### src/rtl/cpu_trace_ctrl_if.sv
// Control/trace bundle between the trace sequencer and its environment
// (CPU core, register-file debug port, command source and trace sink).
// The master side is the sequencer itself; the slave side is everything else.
interface cpu_trace_ctrl_if;
  // commands
  logic        cmd_run;
  logic        cmd_step;
  logic        cmd_halt;
  // CPU state and retirement gate
  logic [31:0] pc;
  logic [31:0] inst;
  logic        cpu_en;
  // register-file debug read port
  logic [4:0]  dbg_raddr;
  logic [31:0] dbg_rdata;
  // trace stream
  logic        trc_valid;
  logic        trc_ready;
  logic [31:0] trc_data;
  logic        trc_last;
  // status
  logic        busy;
  logic        done;
  logic [31:0] retired;

  modport master (
    input  cmd_run, cmd_step, cmd_halt, pc, inst, dbg_rdata, trc_ready,
    output cpu_en, dbg_raddr, trc_valid, trc_data, trc_last, busy, done, retired
  );

  modport slave (
    output cmd_run, cmd_step, cmd_halt, pc, inst, dbg_rdata, trc_ready,
    input  cpu_en, dbg_raddr, trc_valid, trc_data, trc_last, busy, done, retired
  );
endinterface

### src/rtl/cpu_trace_ctrl.sv
// Run/step/halt sequencer for the single-cycle CPU. Before every retired
// instruction it streams a snapshot (pc, inst, NREG registers) out on a
// valid/ready channel, then opens cpu_en for exactly one clock. It stops for
// good on two back-to-back all-zero instructions or when MAX_INSTR is hit.
module cpu_trace_ctrl #(
  parameter int NREG      = 32,
  parameter int MAX_INSTR = 0
) (
  input  logic             clk,
  input  logic             reset,
  cpu_trace_ctrl_if.master bus
);

  localparam int              IW       = $clog2(NREG + 2);
  localparam logic [IW-1:0]   LAST_IDX = IW'(NREG + 1);
  localparam logic [31:0]     MAX_W    = 32'(MAX_INSTR);

  // SETTLE is the one-cycle gap after EXEC so the end check sees the
  // freshly retired pc/inst and the updated retire count.
  typedef enum logic [2:0] {
    S_IDLE,
    S_DUMP,
    S_EXEC,
    S_SETTLE,
    S_DONE
  } state_t;

  state_t        state_q;
  logic [IW-1:0] idx_q;
  logic          run_mode_q;
  logic          halt_req_q;
  logic          nop_seen_q;
  logic [31:0]   retired_q;
  logic [31:0]   retired_d;
  logic          busy_w;
  logic          end_cond;

  assign busy_w    = (state_q != S_IDLE) && (state_q != S_DONE);
  assign retired_d = (retired_q == '1) ? retired_q : retired_q + 32'd1;
  assign end_cond  = ((bus.inst == '0) && nop_seen_q) ||
                     ((MAX_INSTR != 0) && (retired_q == MAX_W));

  // Sequencer: command decode, snapshot word index, retire bookkeeping.
  always_ff @(posedge clk) begin
    if (reset) begin
      state_q    <= S_IDLE;
      idx_q      <= '0;
      run_mode_q <= 1'b0;
      halt_req_q <= 1'b0;
      nop_seen_q <= 1'b0;
      retired_q  <= '0;
    end else begin
      // A halt request is remembered until the current instruction retires.
      if (bus.cmd_halt && busy_w) begin
        halt_req_q <= 1'b1;
      end
      case (state_q)
        S_IDLE: begin
          if (bus.cmd_run || bus.cmd_step) begin
            run_mode_q <= bus.cmd_run;
            idx_q      <= '0;
            state_q    <= end_cond ? S_DONE : S_DUMP;
          end
        end
        S_DUMP: begin
          // trc_valid is always high here, so ready alone is the handshake.
          if (bus.trc_ready) begin
            if (idx_q == LAST_IDX) begin
              state_q <= S_EXEC;
            end else begin
              idx_q <= idx_q + IW'(1);
            end
          end
        end
        S_EXEC: begin
          retired_q  <= retired_d;
          nop_seen_q <= (bus.inst == '0);
          if (halt_req_q || !run_mode_q) begin
            state_q    <= S_IDLE;
            halt_req_q <= 1'b0;
          end else begin
            state_q <= S_SETTLE;
          end
        end
        S_SETTLE: begin
          idx_q   <= '0;
          state_q <= end_cond ? S_DONE : S_DUMP;
        end
        S_DONE: begin
          state_q <= S_DONE;
        end
        default: begin
          state_q <= S_IDLE;
        end
      endcase
    end
  end

  // Outputs are a pure decode of the registered state and word index; the
  // data word stays stable under stall because cpu_en is low while dumping.
  always_comb begin
    bus.cpu_en    = (state_q == S_EXEC);
    bus.trc_valid = (state_q == S_DUMP);
    bus.trc_last  = (state_q == S_DUMP) && (idx_q == LAST_IDX);
    bus.busy      = busy_w;
    bus.done      = (state_q == S_DONE);
    bus.dbg_raddr = '0;
    bus.trc_data  = '0;
    if (state_q == S_DUMP) begin
      if (idx_q == '0) begin
        bus.trc_data = bus.pc;
      end else if (idx_q == IW'(1)) begin
        bus.trc_data = bus.inst;
      end else begin
        bus.dbg_raddr = 5'(idx_q - IW'(2));
        bus.trc_data  = bus.dbg_rdata;
      end
    end
  end

  assign bus.retired = retired_q;

endmodule

### src/flat_wrapper.sv
// flat-port wrapper written by rule: the top's interface ports become plain ports
module cpu_trace_ctrl_flat 
#(
  parameter int NREG      = 32,
  parameter int MAX_INSTR = 0
)
  (clk, reset, bus_cmd_run, bus_cmd_step, bus_cmd_halt, bus_pc, bus_inst, bus_dbg_rdata, bus_trc_ready, bus_cpu_en, bus_dbg_raddr, bus_trc_valid, bus_trc_data, bus_trc_last, bus_busy, bus_done, bus_retired);
  cpu_trace_ctrl_if bus_i ();
  input  logic clk;
  input  logic reset;
  input wire logic [$bits(bus_i.cmd_run)-1:0] bus_cmd_run;
  input wire logic [$bits(bus_i.cmd_step)-1:0] bus_cmd_step;
  input wire logic [$bits(bus_i.cmd_halt)-1:0] bus_cmd_halt;
  input wire logic [$bits(bus_i.pc)-1:0] bus_pc;
  input wire logic [$bits(bus_i.inst)-1:0] bus_inst;
  input wire logic [$bits(bus_i.dbg_rdata)-1:0] bus_dbg_rdata;
  input wire logic [$bits(bus_i.trc_ready)-1:0] bus_trc_ready;
  output wire logic [$bits(bus_i.cpu_en)-1:0] bus_cpu_en;
  output wire logic [$bits(bus_i.dbg_raddr)-1:0] bus_dbg_raddr;
  output wire logic [$bits(bus_i.trc_valid)-1:0] bus_trc_valid;
  output wire logic [$bits(bus_i.trc_data)-1:0] bus_trc_data;
  output wire logic [$bits(bus_i.trc_last)-1:0] bus_trc_last;
  output wire logic [$bits(bus_i.busy)-1:0] bus_busy;
  output wire logic [$bits(bus_i.done)-1:0] bus_done;
  output wire logic [$bits(bus_i.retired)-1:0] bus_retired;
  assign bus_i.cmd_run = bus_cmd_run;
  assign bus_i.cmd_step = bus_cmd_step;
  assign bus_i.cmd_halt = bus_cmd_halt;
  assign bus_i.pc = bus_pc;
  assign bus_i.inst = bus_inst;
  assign bus_i.dbg_rdata = bus_dbg_rdata;
  assign bus_i.trc_ready = bus_trc_ready;
  assign bus_cpu_en = bus_i.cpu_en;
  assign bus_dbg_raddr = bus_i.dbg_raddr;
  assign bus_trc_valid = bus_i.trc_valid;
  assign bus_trc_data = bus_i.trc_data;
  assign bus_trc_last = bus_i.trc_last;
  assign bus_busy = bus_i.busy;
  assign bus_done = bus_i.done;
  assign bus_retired = bus_i.retired;
  cpu_trace_ctrl #(.NREG(NREG), .MAX_INSTR(MAX_INSTR)) u_core (.clk(clk), .reset(reset), .bus(bus_i));
endmodule
### config.mk
export PLATFORM = sky130hd
export DESIGN_NAME = cpu_trace_ctrl_flat
export DESIGN_NICKNAME = d
export VERILOG_FILES = /design/src/rtl/cpu_trace_ctrl_if.sv /design/src/rtl/cpu_trace_ctrl.sv /design/src/flat_wrapper.sv
export SDC_FILE = /design/constraint.sdc
export NUM_CORES = 1
export LEC_CHECK = 0
export CAP_MARGIN = 20
export CORE_MARGIN = 2
export CORE_UTILIZATION = 25
export DETAILED_ROUTE_END_ITERATION = 12
export GPL_ROUTABILITY_DRIVEN = 0
export MAX_ROUTING_LAYER = met4
export PLACE_DENSITY_LB_ADDON = 0.25
export SETUP_SLACK_MARGIN = 0.05
export SYNTH_ARGS = -nofsm -noshare
export SYNTH_HDL_FRONTEND = slang
export SYNTH_SLANG_ARGS = --single-unit
### constraint.sdc
create_clock -name clk -period 6.7 [get_ports clk]
set_input_delay 1.34 -clock clk [delete_from_list [all_inputs] [get_ports clk]]
set_output_delay 1.34 -clock clk [all_outputs]
set_load 0.02 [all_outputs]
# Word level (Yosys, flattened, before mapping)
# Cells that the tools add are included.
[word_totals]
regBits = 44
latchBits = 0
ram_bits = 0
rom_bits = 0
input_bits = 102
out_inout_bits = 74
wordCells = 57
memories = 0
[op_classes]
add_sub_neg = 3
multipliers = 0
n_div = 0
n_lt_le_gt_ge = 0
n_eq_ne = 12
shift = 0
n_mux = 19
bitwise_logic = 1
n_reduce_logical = 16
[ops]
columns = ["operator", "n"]
rows = [
  ["$mux W32", 3],
  ["$add A32 B1 Y32 const B", 1],
  ["$eq A32 B32 Y1 const B", 1],
  ["$logic_not A32 Y1", 1],
  ["$mux W6", 3],
  ["$pmux W6 S3", 1],
  ["$mux W5", 3],
  ["$pmux W3 S5", 1],
  ["$mux W3", 4],
  ["$add A6 B1 Y6 const B", 1],
  ["$eq A3 B2 Y1 const B", 2],
  ["$eq A6 B1 Y1 const B", 1],
  ["$eq A6 B6 Y1 const B", 1],
  ["$logic_not A6 Y1", 1],
  ["$reduce_bool A3 Y1", 2],
  ["$sub A5 B2 Y5 const B", 1],
  ["$logic_and A1 B1 Y1", 4],
  ["$ne A2 B1 Y1 const B", 2],
  ["$ne A2 B2 Y1 const B", 2],
  ["$reduce_and A2 Y1", 2],
  ["$reduce_and A4 Y1", 1],
  ["$eq A3 B1 Y1 const B", 1],
  ["$eq A3 B3 Y1 const B", 1],
  ["$logic_not A3 Y1", 1],
  ["7 further kinds", 10],
]

# Depth between registers and ports, before layout
# Gate-level depths: netlist (run 1).
[depth]
word_depth = 6
ltp_mapped = 9

# Worst setup path after synthesis (run 1)
# Ideal clock, no wire load.
[synth_path]
path_type = "flip-flop to output port"
start = "register u_core.idx_q[1]"
end = "output port bus_trc_data[10]"
arrival_time_ns = 2.151
required_time_ns = 5.360
setup_slack_ns = 3.209
path_stages_with_launch = 8
path_cell_list = "dfxtp_1 > inv_1 > ha_1 > or4b_1 > nor2_4 > buf_4 > mux2i_1 > a211oi_1"
[synth_between]
elab_chain_len = 4
word_cells_on_any_way = 5
cone_classes = "eq/ne: 1; mux: 3; reduce/logical: 1"
[synth_lines]
columns = ["element", "line", "text"]
rows = [
  ["start, declared", "cpu_trace_ctrl.sv:29", "logic [IW-1:0] idx_q;"],
  ["start signal, assigned", "cpu_trace_ctrl.sv:71", "idx_q <= idx_q + IW'(1);"],
  ["$eq A6 B1 Y1", "cpu_trace_ctrl.sv:112", "end else if (idx_q == IW'(1)) begin"],
  ["$mux W32", "cpu_trace_ctrl.sv:112", ""],
  ["$mux W32 (*)", "cpu_trace_ctrl.sv:110", "if (idx_q == '0) begin"],
  ["$mux W32 (*)", "cpu_trace_ctrl.sv:109", "if (state_q == S_DUMP) begin"],
  ["end, declared", "flat_wrapper.sv:21", "output wire logic [$bits(bus_i.trc_data)-1:0] bus_trc_data;"],
]
# Mark *: on every way between the ends. The rest lies on a longest branch, timed or not.

# Worst setup path in the final report (run 1)
[layout_path]
start = "register u_core.idx_q[1]"
end = "output port bus_trc_data[23]"
# Same word-level chain as after synthesis.

==> results of run 1 <==
worst paths after layout:
check / from / end / slack, ns
worst min register to register: u_core.nop_seen_q / u_core.nop_seen_q / 0.48
worst min-delay path: u_core.nop_seen_q / u_core.nop_seen_q / 0.48
worst max register to register: u_core.bus.retired[21] / u_core.bus.retired[23] / 4.07
worst max-delay path: u_core.idx_q[1] / bus_trc_data[23] / 2.18
stage by stage:
step / setup slack, ns / hold slack [ns] / util, % / instances
3_3_place_gp: 2.11 / 0.465 / 39.3 / 757
5_1_grt: 2.03 / 0.515 / 40.8 / 767
4_1_cts: 2.15 / 0.481 / 40.6 / 766
2_1_floorplan: 3.21 / 0.449 / - / 438
3_5_place_dp: 2.40 / 0.474 / 39.5 / 758
6_report: 2.18 / 0.482 / 40.8 / 767
worst max-delay path, cell delays in order (launching register included):
cell             delay, ns
dfxtp_1               0.36
inv_1                 0.12
ha_1                  0.17
or4b_1                0.53
nor2_4                0.34
buf_12                0.26
mux2i_1               0.10
a211oi_1              0.33
clkdlybuf4s50_1       0.67
final cells by class:
| type | instances | area, um2 | area share, % |
|---|---|---|---|
| Clock inverter | 3 | 18.8 | 0.350 |
| Clock buffer | 5 | 125 | 2.34 |
| Multi-Input combinational cell | 346 | 2240 | 41.9 |
| Sequential cell | 44 | 881 | 16.4 |
| Timing Repair Buffer | 179 | 1810 | 33.9 |
| Tap cell | 176 | 220 | 4.11 |
| Inverter | 14 | 52.6 | 0.981 |
synth_stat cells, types with 2 or more instances:
cell type	n	area (um2)
and3_1	4	25.0
o31ai_1	5	37.5
ha_1	6	75.1
mux2i_1	33	330
or3_1	12	75.1
mux2_2	4	45.0
dfxtp_1	44	881
xnor2_1	7	61.3
a21oi_1	26	130
or4_1	6	45.0
mux2_1	5	56.3
nor3_1	7	35.0
a31oi_1	2	12.5
buf_2	6	30.0
and4_1	3	26.3
nand4_1	14	87.6
nand3b_1	2	15.0
o21ai_0	17	85.1
a21o_1	2	15.0
nor4_1	17	106
nor2b_1	9	56.3
a211oi_1	35	263
inv_1	13	48.8
nand3_1	14	70.1
clkbuf_1	22	82.6
nand2_1	25	93.8
a31o_2	2	17.5
buf_4	5	37.5
nor2_1	67	251
nor4b_1	2	17.5
state kept, by name, summed over array words and instances, names as in the netlist:
name,flops
u_core.bus.retired,32
u_core.halt_req_q,1
u_core.idx_q,6
u_core.nop_seen_q,1
u_core.run_mode_q,1
u_core.state_q,3
power by group through the flow:
stage / Combinational, W / Clock (W) / Sequential, W
after floorplan: 0.000206 / 0 / 0.000278
after global routing: 0.000411 / 0.000260 / 0.000276
final: 0.000383 / 0.000240 / 0.000275
after global placement: 0.000373 / 0 / 0.000280
after detailed placement: 0.000379 / 0 / 0.000281
after CTS: 0.000381 / 0.000249 / 0.000275
per-layer routing:
layer	GRT usage, %	wire, um
met5	-	0
met4	3.01	96
met3	3.35	783
met2	31.3	6400
met1	19.1	4970
cell families (layout without fill, tap and decap cells):
| kind of cell | count (synthesis) | after routing |
|---|---|---|
| compound gates | 98 | 98 |
| xor+xnor | 7 | 7 |
| fa+ha+maj | 6 | 6 |
| buf+inv | 48 | 201 |
| flops | 44 | 44 |
| mux | 42 | 42 |
| simple gates | 193 | 193 |
==> key figures, run 1 <==
Outcome
  • Run status: completed

Synthesis
  • Share of flip-flops with an asynchronous set or reset: 0%
  • Post-Synthesis Cells: 438
  • Count of yosys warnings during synthesis: 0
  • Post-synthesis cell type count: 52
  • Cell Area, Synth: 3330 um2
  • Multiplexer share of the synthesized area: 13.0%
  • Total nets after synthesis: 546
  • Post-synthesis average cell area: 7.60 um2
  • Number of enable flip-flop cells after synthesis: 0
  • Adder and majority gate portion of the synthesized area: 2.25%
  • Complex-gate fraction of the synthesized area: 19.3%
  • Area share of xor/xnor cells in the synthesized design: 1.84%
  • Primary FF master, synth: dfxtp_1
  • Simple logic cell fraction of the synthesized area: 31.0%
  • Largest family of logic cells by synthesized area: simple AND/OR/NAND/NOR gates
  • FF+latch count, synth: 44
  • Sequential area share after synthesis: 26.5%

Power
  • Standby leakage power: 1.74 nW
  • Total design power: 0.000899 W
  • Switching share of power: 34.5%
  • Maximum ir drop on the vdd rail: 0.0854 mV
  • Clock group share of total power: 26.7%
  • Part of the total power dissipated in combinational logic: 42.6%
  • Net switching power: 0.000310 W
  • Power per unit of standard cell area: 168 nW/um2
  • Reg power frac: 30.6%
  • Total internal power: 0.000588 W

Floorplan
  • Die width: 119 um
  • Site row count: 42
  • Top-level I/O count: 176
  • Starting density of the core: 25.3%
  • Core footprint: 13,100 um2
  • Die footprint: 14,300 um2
  • Vertical die dimension: 119 um

STA
  • Final Skew: 0.00890 ns
  • Tightest Pin Transition: 0.755 ns
  • Min Tclk post-route: 4.52 ns
  • Relative slew slack: 49.7%
  • Maximum clock frequency: 221 MHz
  • Final Hold Fails: 0
  • Final setup fails: 0
  • Part of the cycle the worst path needs: 67.5%
  • Fin. max-slew vios: 0
  • Sum Neg Setup Slack: 0 ns
  • RSZ-0062 raised after global routing: false

Clock tree
  • CTS tree: built
  • Clock network latency to the later pin of the worst-skew pair: 0.29 ns
  • Inserted Clock Buffers: 5
  • Clock Tree Buf Depth: 2
  • Clk sink count: 44
  • Level count of the clock H-tree: 2
  • Clock input transition at the sequential cells of the worst setup and hold paths: 0.06 ns
  • PostCTS Resize Cnt: 0
  • Master cell of the clock root buffer: clkbuf_16
  • Post-CTS setup buffers: 0
  • CTS hold repair buffers: 0

Layout
  • Fill cell instance count of the final layout: 1,387
  • Fraction of final layout cells sized beyond drive strength 1: 4.74%
  • Number of nets in the final layout: 698
  • Leading cell type in the layout, fill and taps excluded: clkdlybuf4s50_1
  • Commonest cells after routing, fill and taps aside: clkdlybuf4s50_1, nor2_1, dfxtp_1, a211oi_1, mux2i_1
  • Number of diodes added for antenna fixing: 0
  • Design area: 5360 um2
  • Signed area change from the synthesized netlist to the final layout: 60.9%

GRT
  • Number of antenna violations at the first check in global routing: 0
  • First-pass GRT wire length: 19.0 mm
  • Via count of the first global-routing pass: 3,787
  • Overall global routing resource usage: 16.9%
  • Overflow after GRT: 0
  • Largest net degree at the start of global routing: 66

Drt
  • Drt via density: 5.05
  • DRT Pass-1 Iters: 4
  • Remaining antenna violation count after routing: 0
  • Vias: 3,876
  • Wirelength per Cell: 16.0 um
  • Wire length after detailed routing: 12.2 mm
  • Count of routing violations after the opening detailed-route iteration: 242
  • # DRC: 0

Place
  • Post-Place Cell Area: 5180 um2
  • Post-detail-place hpwl: 9.82 mm
  • Number of buffer cells added on primary ports: 175

Setup path
  • Kind of start point of the critical path: flop
  • Worst-path fanout max: 25
  • Kind of end point of the critical path: output pin
  • Data required time of the worst path: 5.36 ns
  • Critical path type: reg -> out
  • Reg2reg path depth: 6
  • CP arrival: 3.18 ns

Job
  • Maximum capacitance violations: 0

Hold path
  • Type of the most critical hold path: reg -> reg
  • Number of cells on the worst hold path: 2
Power figures use the tool's default switching activity.
==> run 2, diff against run 1 <==
- clock period: 6.7 -> 4.2 ns (I/O delays scaled with it)
==> run 2 against run 1 <==
  * Setup slack lost 1.9 ns
  * Sequential power grew 60%
  * Clock skew grew 0.00098 ns
  * Global-route usage is essentially flat
  * Die area is the same
  * Critical endpoint is now bus_trc_data[18]
  * Largest cell class unchanged
  * Highest routed layer unchanged
==> key figures, run 2 (synthesis results as in run 1) <==
Outcome
  • Run status: completed

Layout
  • Fill cell instance count of the final layout: 1,350
  • Area of the multi-input gates: 2240 um2
  • Sequential Area: 881 um2
  • Number of diodes added for antenna fixing: 0
  • Signed area change from the synthesized netlist to the final layout: 61.7%
  • Number of nets in the final layout: 700
  • Fraction of final layout cells sized beyond drive strength 1: 5.06%
  • Number of flip-flops under the largest register name: 32
  • Leading cell type in the layout, fill and taps excluded: clkdlybuf4s50_1
  • Commonest cells after routing, fill and taps aside: clkdlybuf4s50_1, nor2_1, dfxtp_1, a211oi_1, mux2i_1

Floorplan
  • Core footprint: 13,100 um2
  • Starting density of the core: 25.3%
  • Die footprint: 14,300 um2
  • Die width: 119 um
  • Vertical die dimension: 119 um
  • Site row count: 42
  • Top-level I/O count: 176

Drt
  • Drt via density: 5.08
  • Wire length after detailed routing: 12.0 mm
  • # DRC: 0
  • DRT Pass-1 Iters: 4
  • Vias: 3,909
  • Count of routing violations after the opening detailed-route iteration: 213
  • Wirelength per Cell: 15.6 um
  • Remaining antenna violation count after routing: 0

GRT
  • Number of antenna violations at the first check in global routing: 0
  • Largest net degree at the start of global routing: 52
  • Overall global routing resource usage: 16.9%
  • Overflow after GRT: 0
  • First-pass GRT wire length: 19.2 mm
  • Via count of the first global-routing pass: 3,842

Setup path
  • Data required time of the worst path: 3.36 ns
  • CP arrival: 3.06 ns
  • Kind of end point of the critical path: output pin
  • Worst-path fanout max: 33
  • Critical path type: reg -> out
  • Worst path cell trace: inv_1 > ha_1 > or4b_1 > nor2_4 > buf_12 > mux2i_1 > a211oi_1 > clkdlybuf4s50_1
  • Critical Path Max Stage Delay: 0.69 ns
  • Kind of start point of the critical path: flop
  • CP max-delay cell: clkdlybuf4s50_1

Clock tree
  • Master cell of the clock root buffer: clkbuf_16
  • Post-CTS setup buffers: 0
  • Clock Tree Buf Depth: 2
  • CTS tree: built
  • Inserted Clock Buffers: 5
  • Level count of the clock H-tree: 2
  • CTS hold repair buffers: 0
  • Clock network latency to the later pin of the worst-skew pair: 0.28 ns
  • PostCTS Resize Cnt: 0
  • Clock input transition at the sequential cells of the worst setup and hold paths: 0.06 ns
  • Clk sink count: 44

Place
  • Number of buffer cells added on primary ports: 175
  • Post-detail-place hpwl: 9.58 mm

Job
  • Maximum capacitance violations: 0

Power
  • Power per unit of standard cell area: 280 nW/um2
  • Total design power: 0.00151 W
  • Maximum ir drop on the vdd rail: 0.149 mV
  • Standby leakage power: 1.76 nW

STA
  • Final Skew: 0.00988 ns
  • Relative slew slack: 57.8%
  • Part of the cycle the worst path needs: 93.0%
  • Final Hold Fails: 0
  • Smallest hold slack: 0.480 ns
  • Maximum clock frequency: 256 MHz
  • Fin. max-slew vios: 0
  • Sum Neg Setup Slack: 0 ns
  • RSZ-0062 raised after global routing: false
  • Tightest Pin Transition: 0.630 ns
  • Min Tclk post-route: 3.90 ns
  • Final setup fails: 0

Hold path
  • Type of the most critical hold path: reg -> reg
run 2: cell types whose count changed in the layout (fill, tap and decap cells not counted), sizes merged:
cell    delta
buf        +2
bufinv     +1
clkbuf     +1
clkinv     -2
run 2: cell type report:
cell class / instances / area share, %
clock buffers: 6 / 2.58
repair buffers: 181 / 33.6
flip-flops and latches: 44 / 16.4
inverters: 14 / 0.976
well taps: 176 / 4.09
multi-input cells: 346 / 41.7
clock inverters: 2 / 0.720
run 2: routing by layer:
layer / track usage, % / routed length [um] / up-vias
met5: - / 0 / -
met1: 18.8 / 4810 / 1820
li1: - / - / 1934
met2: 30.7 / 6270 / 145
met3: 3.69 / 712 / 10
met4: 4.34 / 204 / 0
run 2: path summary, 6_finish.rpt:
path,startpoint,endpoint,slack (ns),cells past startpoint
max,u_core.idx_q[1],bus_trc_data[18],0.30,8
max reg2reg,u_core.bus.retired[21],u_core.bus.retired[31],1.54,6
min,u_core.nop_seen_q,u_core.nop_seen_q,0.48,2
min reg2reg,u_core.nop_seen_q,u_core.nop_seen_q,0.48,2
run 2: power breakdown:
group          internal [W]  leakage [nW]  switching, W
clock              0.000298        0.0871      0.000167
sequential         0.000427         0.355     0.0000120
combinational      0.000291          1.31      0.000315
total               0.00102          1.76      0.000494
run 2: worst max-delay path, delay by kind of cell (launching register included):
family          cells  cell delay (ns)
buf+inv             3             1.07
simple gates        2             0.66
compound gates      1             0.41
flops               1             0.36
fa+ha+maj           1             0.17
mux                 1             0.12
run 2: through the flow:
stage	instances	utilization [%]	instance area, um2	setup WS [ns]
6_report	769	41.0	5390	0.295
5_1_grt	769	41.0	5390	0.187
4_1_cts	769	41.0	5390	0.308
3_5_place_dp	761	39.6	5210	0.647
3_3_place_gp	761	39.6	5210	0.748
2_1_floorplan	438	-	3330	1.21
